--- config.mk ---
export PLATFORM = sky130hd
export DESIGN_NAME = percept_host
export DESIGN_NICKNAME = d
export VERILOG_FILES = /design/src/rtl/percept_host_pkg.sv /design/src/rtl/percept_host.sv
export SDC_FILE = /design/constraint.sdc
export NUM_CORES = 1
export LEC_CHECK = 0
export BUFFER_PORTS_ARGS = -buffer_cell sky130_fd_sc_hd__buf_2
export CAP_MARGIN = 10
export CORE_MARGIN = 3
export CORE_UTILIZATION = 45
export CTS_CLUSTER_DIAMETER = 200
export DETAILED_ROUTE_END_ITERATION = 10
export PLACE_DENSITY = 0.68
export SYNTH_ARGS = -nofsm -noshare
export SYNTH_HDL_FRONTEND = slang
export SYNTH_SLANG_ARGS = --single-unit
--- constraint.sdc ---
create_clock -name clk -period 2.1 [get_ports clk]
set_clock_uncertainty 0.05 [all_clocks]
set_input_delay 0.42 -clock clk [delete_from_list [all_inputs] [get_ports clk]]
set_output_delay 0.42 -clock clk [all_outputs]
set_load 0.05 [all_outputs]
--- src/rtl/percept_host_pkg.sv ---
// Shared encodings and width helpers for the perceptron MAC host driver.
package percept_host_pkg;

  typedef enum logic [2:0] {
    IDLE       = 3'd0,
    LOAD       = 3'd1,
    MAC        = 3'd2,
    FLUSH_LOAD = 3'd3,
    FLUSH_MAC  = 3'd4,
    READ       = 3'd5
  } state_t;

  function automatic int opw_of(input int size);
    return size;
  endfunction

  function automatic int ldw_of(input int size);
    return 2 * size;
  endfunction

  function automatic int accw_of(input int size);
    return 4 * size;
  endfunction

endpackage

--- src/rtl/percept_host.sv ---
// Host driver for the serial perceptron MAC: serialises operand pairs, strobes
// multiply/accumulate, flushes the product pipeline and shifts the accumulator back out.
module percept_host
  import percept_host_pkg::*;
#(
  parameter int SIZE = 32
) (
  input  logic                clk,
  input  logic                nRst,
  input  logic                op_valid,
  output logic                op_ready,
  input  logic [SIZE-1:0]     op_a,
  input  logic [SIZE-1:0]     op_b,
  input  logic                rd_req,
  output logic                res_valid,
  output logic [4*SIZE-1:0]   res,
  output logic                shift_in,
  output logic                shift_out,
  output logic                mul_and_acc,
  output logic                data_in,
  input  logic                data_out
);

  localparam int OPW  = opw_of(SIZE);
  localparam int LDW  = ldw_of(SIZE);
  localparam int ACCW = accw_of(SIZE);
  localparam int CW   = $clog2(ACCW + 1);

  localparam logic [CW-1:0] LDW_C  = CW'(LDW);
  localparam logic [CW-1:0] ACCW_C = CW'(ACCW);

  state_t          state;
  logic [CW-1:0]   cnt;
  logic [LDW-1:0]  load_sr;
  logic [ACCW-1:0] res_sr;
  logic            pending;
  logic            take_op;
  logic            take_rd;

  // op_valid wins over rd_req, so a read is only "taken" when no operand is offered.
  assign op_ready = (state == IDLE) && (op_valid || !rd_req);
  assign take_op  = op_valid && op_ready;
  assign take_rd  = (state == IDLE) && rd_req && !op_valid;

  always_ff @(posedge clk or negedge nRst) begin
    if (!nRst) begin
      state       <= IDLE;
      cnt         <= '0;
      load_sr     <= '0;
      res_sr      <= '0;
      pending     <= 1'b0;
      res         <= '0;
      res_valid   <= 1'b0;
      shift_in    <= 1'b0;
      shift_out   <= 1'b0;
      mul_and_acc <= 1'b0;
      data_in     <= 1'b0;
    end else begin
      shift_in    <= 1'b0;
      shift_out   <= 1'b0;
      mul_and_acc <= 1'b0;
      data_in     <= 1'b0;
      res_valid   <= 1'b0;

      case (state)
        IDLE: begin
          if (take_op) begin
            shift_in <= 1'b1;
            data_in  <= op_b[OPW-1];
            load_sr  <= {op_b[OPW-2:0], op_a, 1'b0};
            cnt      <= CW'(1);
            state    <= LOAD;
          end else if (take_rd) begin
            if (pending) begin
              // Shifting zeros makes the flush multiply 0*0, leaving nothing behind.
              shift_in <= 1'b1;
              data_in  <= 1'b0;
              load_sr  <= '0;
              cnt      <= CW'(1);
              state    <= FLUSH_LOAD;
            end else begin
              shift_out <= 1'b1;
              cnt       <= '0;
              state     <= READ;
            end
          end
        end

        LOAD, FLUSH_LOAD: begin
          if (cnt < LDW_C) begin
            shift_in <= 1'b1;
            data_in  <= load_sr[LDW-1];
            load_sr  <= {load_sr[LDW-2:0], 1'b0};
            cnt      <= cnt + 1'b1;
          end else begin
            mul_and_acc <= 1'b1;
            state       <= (state == LOAD) ? MAC : FLUSH_MAC;
          end
        end

        MAC: begin
          pending <= 1'b1;
          state   <= IDLE;
        end

        FLUSH_MAC: begin
          pending   <= 1'b0;
          shift_out <= 1'b1;
          cnt       <= '0;
          state     <= READ;
        end

        READ: begin
          // data_out lags each shift_out by one cycle, so capture runs k=1..ACCW.
          if (cnt != '0) begin
            res_sr <= {res_sr[ACCW-2:0], data_out};
          end
          if (cnt == ACCW_C) begin
            res       <= {res_sr[ACCW-2:0], data_out};
            res_valid <= 1'b1;
            state     <= IDLE;
          end else begin
            shift_out <= ((cnt + 1'b1) < ACCW_C);
            cnt       <= cnt + 1'b1;
          end
        end

        default: state <= IDLE;
      endcase
    end
  end

endmodule
==> results.txt, run 1 <==
run status = finished, final reports clean
Pint = 10.2 mW
Die H = 180 um
mux contribution to synthesized area = 24.0%
Initial Util = 45.8%
Compound-Gate Fraction of Synth Area = 7.63%
Syn Inst Count = 924
ANT cells = 0
setup ws final = 0.0280 ns
worst-path maximum fanout = 2
Ys Warns = 0
CTS root buf = clkbuf_16
Sw Share = 20.8%
initial antenna violation count = 4
Most used DFF post-synth = dfrtp_1
reg2reg start = state[1]
pin count of the biggest net entering global routing = 86
crit-path max cell delay = 0.40 ns
die width = 180 um
Synth Area per Inst = 14.7 um^2
reg2reg end = res[19]
f_max = 0.483 GHz
DRC errors left = 0
asr flop ratio synth = 100%
DR WL/cell = 16.7 um
largest family of logic cells by synthesized area = multiplexers
first-pass GRT wire length = 43.4 mm
HPWL after detailed placement = 17.2 mm
core area = 0.0297 mm^2
depth of the CTS H-tree = 2
Startpoint Class = flop
CP Data Required Time = 1.63 ns
CTS max path bufs = 3
peak supply drop = 0.000508 V
Final ANT Viol Nets = 0
Yosys top cell by area = dfrtp_1
switching power = 2.68 mW
Iter 0 DRT Violations = 359
GPL Wtd Cong = 0.752
syn_nets = 995
Final setup viols = 0
Total GRT Usage = 15.8%
final hold vios = 0
top-count cell post-synth = dfrtp_1
Hold Crit Start = op_a[0]
sequential fraction of design power = 51.5%
Critical Path, Cell by Cell = or3_4, a21oi_2, buf_6
Max-slew headroom = 64.9%
DIE AREA = 0.0323 mm^2
grt total ovfl = 0
XOR/XNOR Fraction of Synth Area = 0.0644%
clock latency on the worst-skew pair = 0.50 ns
arrival time worst endpoint = 1.60 ns
PortBufs = 202
final core utilization = 55.6%
Synth Cell Area = 0.0136 mm^2
CP Class = reg2out
EDFF count, synth = 0
Reg clk slew, reported paths = 0.06 ns
Seq/Total Area, Yosys = 61.7%
Final min period = 2.07 ns
CTS Sinks = 335
Leak Pwr = 8.68 nW
Distinct cells, synth = 46
Comb pwr share = 2.6%
Worst-Margin Slew = 0.519 ns
max-slew violations = 0
Post-Synth Simple-Gate Area = 3.37%
Post-Synth Adder-Cell Area = 0.184%
CTS tree = built
Vias = 8,186
share of cells above drive strength 1 = 46.0%
internal reg-to-reg setup slack = 0.06 ns
max-cap check violation count = 0
Cells on Worst Hold Path = 3
1st-pass router iterations = 4
Nets = 1,225
slowest CP cell = or3_4
RSZ-0062 raised after global routing = yes
Clk pwr share = 45.8%
worst reg-to-reg path cell count = 5
fin crit share = 98.7%
Avg Vias per Cell = 5.22
hold_ws = 0.0727 ns
Worst Hold End = load_sr[1]
P&R area growth vs syn = 21.5%
Synth top area share = 61.7%
drt total wl = 26.2 mm
pre-CTS setup slack = 0.0948 ns
commonest cells in the netlist = 335 x dfrtp_1, 125 x mux2_2, 100 x mux2_4, 69 x a21oi_1, 68 x nor2_1
CTS buffer count = 36
Critical Path End Type = output port
Hold Path Class = in2reg
ranking of synthesized cells by area = dfrtp_1 62%, mux2_4 11%, mux2_2 10%
Cell Pwr Density = 779 mW/mm^2
io pins = 203
Fill cells = 2,404
std cell rows = 63
vias in the first global route = 8,279
number of synthesized register bits = 335
==> power by group through the flow <==
stage / Combinational [mW] / Clock (mW) / Sequential, mW
detailed placement: 0.346 / 0 / 6.75
CTS: 0.350 / 6.12 / 6.64
global placement: 0.337 / 0 / 6.75
floorplan: 0.100 / 0 / 6.74
finish: 0.337 / 5.90 / 6.64
global route: 0.391 / 6.37 / 6.65
==> layout make-up <==
type,count,area (um^2),area share (%)
inverter,10,37.5,0.227
clock buffer,54,1060,6.41
timing repair buffer,252,1660,10.1
multi-input combinational,519,4840,29.3
sequential,335,8380,50.7
tap,390,488,2.95
clock inverter,7,48.8,0.295
==> sequential cells by signal, indices dropped and copies added (netlist names) <==
name	cells
res	128
res_sr	127
load_sr	63
cnt	8
state	3
data_in	1
mul_and_acc	1
pending	1
res_valid	1
shift_in	1
shift_out	1
==> cells in the final DEF, fill, tap and decap left out, types with 4 or more instances in the layout <==
master,instances
mux2_2,124
dfrtp_1,334
a21oi_1,67
a22oi_1,63
clkbuf_8,7
clkbuf_1,10
mux2_1,31
a31oi_1,4
nand2_1,4
buf_4,27
nor2_1,67
buf_12,15
buf_6,5
buf_2,200
inv_1,9
nand3_1,5
mux2_4,101
clkbuf_16,39
o21ai_0,6
==> through the flow <==
stage	setup TNS, ns	std cells	area (um^2)	power (mW)
finish	0	1567	16500	12.9
CTS	0	1563	16400	13.1
global placement	0	1497	15300	7.09
detailed placement	0	1497	15300	7.10
floorplan	0	924	13600	6.84
global route	-0.217	1567	16500	13.4
==> per-layer routing <==
metal	GRT usage, %	vias up	share of wire, %
met2	24.2	213	45
met3	4.84	48	7.2
met5	0	-	0.13
met1	22.3	4111	46
met4	4.12	8	2.0
li1	-	3806	-
==> worst max-delay path: cells and delay by family (launching register included) <==
kind / cells / cell delay, ns
buffers and inverters: 1 / 0.18
AND/OR/NAND/NOR: 1 / 0.40
flip-flops: 1 / 0.38
AO/OA/AOI/OAI: 1 / 0.13
==> cells by family after synthesis <==
group / count (synthesis)
buf+inv: 70
flops: 335
xor+xnor: 1
simple gates: 98
compound gates: 161
mux: 257
fa+ha+maj: 2
==> worst max path at each step <==
stage                         from        to  slack [ns]
after floorplan           state[1]  op_ready       0.009
after global placement      cnt[3]   res[26]        0.13
after detailed placement    cnt[3]   res[24]        0.09
after CTS                 state[1]  op_ready       0.002
after global routing      state[0]  op_ready       -0.04
final                     state[0]  op_ready        0.03
==> what timing repair did <==
item,CTS,global route
resized for setup,5,5
gates cloned,0,3
endpoints found under the hold margin,41,0
endpoints found under the setup margin,1,82
setup buffers,4,1
pin swaps,1,0
hold buffers,1,0
(Power assumes the default switching activity.)
==> run 2, diff against run 1 <==
- SETUP_SLACK_MARGIN: unset -> 0.4
==> run 2 against run 1 <==
  * The run now ends with setup timing left
  * Register-to-register slack lost 0.12 ns
  * Hold slack gained 0.0060 ns
  * Combinational power grew 25%
  * Routed wire length grew 34%
  * Non-clock buffer count grew 90
  * Highest routed layer is now met4
==> results.txt, run 2 (same netlist as run 1, synthesis figures left out) <==
most frequent CP cell = buf_12
std cell rows = 63
depth of the CTS H-tree = 2
Largest Register = res
die width = 180 um
io pins = 203
ANT cells = 0
post-route cell area = 0.0193 mm^2
Critical Path, Cell by Cell = or3_4, nor3b_4, a21oi_4, buf_6, buf_12, buf_16, buf_12, mux2_4
Worst-Margin Slew = 0.619 ns
Avg Vias per Cell = 5.40
Critical Path End Type = flop
fin crit share = 103%
Largest regs = res x128, res_sr x127, load_sr x63
pre-CTS setup slack = 0.0928 ns
failing checks = setup timing
share of cells above drive strength 1 = 60.4%
CP bufs+invs = 4
CP Data Required Time = 2.44 ns
Fill cells = 2,074
hold_ws = 0.0787 ns
sequential fraction of design power = 50.8%
switching power = 2.80 mW
Pint = 10.3 mW
P&R area growth vs syn = 41.6%
Die H = 180 um
final hold vios = 0
RSZ-0062 raised after global routing = yes
CP Class = reg2reg
Placed Area = 0.0155 mm^2
Initial Util = 45.8%
drt total wl = 35.0 mm
Startpoint Class = flop
CTS buffer count = 36
initial antenna violation count = 0
internal reg-to-reg setup slack = -0.06 ns
Iter 0 DRT Violations = 475
Clk pwr share = 46.0%
peak supply drop = 0.000634 V
Reg clk slew, reported paths = 0.06 ns
Placed Instances = 1,499
DIE AREA = 0.0323 mm^2
DR WL/cell = 21.1 um
post-layout instance count excluding filler cells = 1,659
CTS Sinks = 335
CTS tree = built
core area = 0.0297 mm^2
CP delay by family, top = simple AND/OR/NAND/NOR gates
Vias = 8,955
Final min period = 2.16 ns
CTS max path bufs = 3
setup ws final = -0.0603 ns
PortBufs = 202
Final setup viols = 62
Leak Pwr = 9.90 nW
worst-path maximum fanout = 5
clock latency on the worst-skew pair = 0.51 ns
1st-pass router iterations = 5
pin count of the biggest net entering global routing = 65
run status = finished, violations left
first-pass GRT wire length = 49.3 mm
GPL Wtd Cong = 0.809
Final ANT Viol Nets = 0
slowest CP cell = or3_4
final core utilization = 64.8%
Total GRT Usage = 18.4%
max reg flops = 128
CTS root buf = clkbuf_16
max-cap check violation count = 0
grt total ovfl = 0
Comb pwr share = 3.2%
crit-path max cell delay = 0.44 ns
HPWL after detailed placement = 17.3 mm
Hold Path Class = in2reg
max-slew violations = 0
Cell Pwr Density = 681 mW/mm^2
Max-slew headroom = 58.3%
Nets = 1,317
most frequent cells in the layout = 335 x dfrtp_1, 198 x buf_2, 147 x mux2_4
most common cell after layout, fill and taps aside = dfrtp_1
arrival time worst endpoint = 2.50 ns
Sw Share = 21.4%
f_max = 0.463 GHz
DRC errors left = 0
vias in the first global route = 8,744
-- run 2: cell count changes in the layout (fill, tap and decap cells not counted), moves of 15 or more --
cell       before  now
a21oi_1        67   17
a21oi_2         1   48
buf_12         15   40
buf_16          1   28
clkbuf_16      39   56
mux2_1         31    0
mux2_2        124  109
mux2_4        101  147
nor2_1         67   22
nor2_4          1   42
-- run 2: cell type report --
cell class                      count  area, um^2  area share [%]
Sequential cell                   335        8380            43.5
Clock buffer                       54        1040            5.40
Tap cell                          390         488            2.53
Timing Repair Buffer              342        3600            18.7
Clock inverter                      7        75.1           0.390
Inverter                           10        40.0           0.208
Multi-Input combinational cell    521        5630            29.2
-- run 2: worst register-to-register path: stages, from the launching register on --
cell	delay (ns)
dfrtp_1	0.39
or3_4	0.44
nor3b_4	0.25
a21oi_4	0.10
buf_6	0.14
buf_12	0.12
buf_16	0.14
buf_12	0.13
mux2_4	0.30
-- run 2: worst paths after layout --
| check | start | end | cells after the start |
|---|---|---|---|
| hold / removal | op_a[0] | load_sr[1] | 3 |
| setup reg to reg | cnt[3] | res_sr[106] | 8 |
| setup / recovery | cnt[3] | res_sr[106] | 8 |
| max in group asynchronous | nRst | res_sr[52] | 4 |
| hold reg to reg | res[29] | res[29] | 1 |
| min in group asynchronous | nRst | res[115] | 2 |
-- run 2: per-layer routing --
layer	vias up	GRT usage, %	part of all wire [%]
li1	3989	-	-
met1	4635	26.6	43
met2	284	29.2	49
met3	47	3.89	6.2
met4	0	3.31	1.5
met5	-	0	0
-- run 2: what timing repair did --
| item | CTS | global route |
|---|---|---|
| endpoints found under the hold margin | 32 | 0 |
| hold buffers | 1 | 0 |
| pin swaps | 4 | 24 |
| setup buffers | 32 | 10 |
| endpoints found under the setup margin | 329 | 335 |
| resized for setup | 61 | 181 |
| cloned | 25 | 31 |
-- run 2: metrics by stage --
| stage | TNS [ns] | power, mW |
|---|---|---|
| 2_1_floorplan | 0 | 6.84 |
| 3_3_place_gp | 0 | 7.11 |
| 3_5_place_dp | 0 | 7.12 |
| 4_1_cts | -0.399 | 13.2 |
| 5_1_grt | -7.93 | 13.6 |
| 6_report | -2.01 | 13.1 |
-- run 2: power groups by stage --
stage	clock network, mW	logic (mW)	registers [mW]
6_report	6.03	0.421	6.67
3_5_place_dp	0	0.368	6.75
2_1_floorplan	0	0.102	6.74
4_1_cts	6.18	0.374	6.64
3_3_place_gp	0	0.359	6.75
5_1_grt	6.47	0.472	6.68
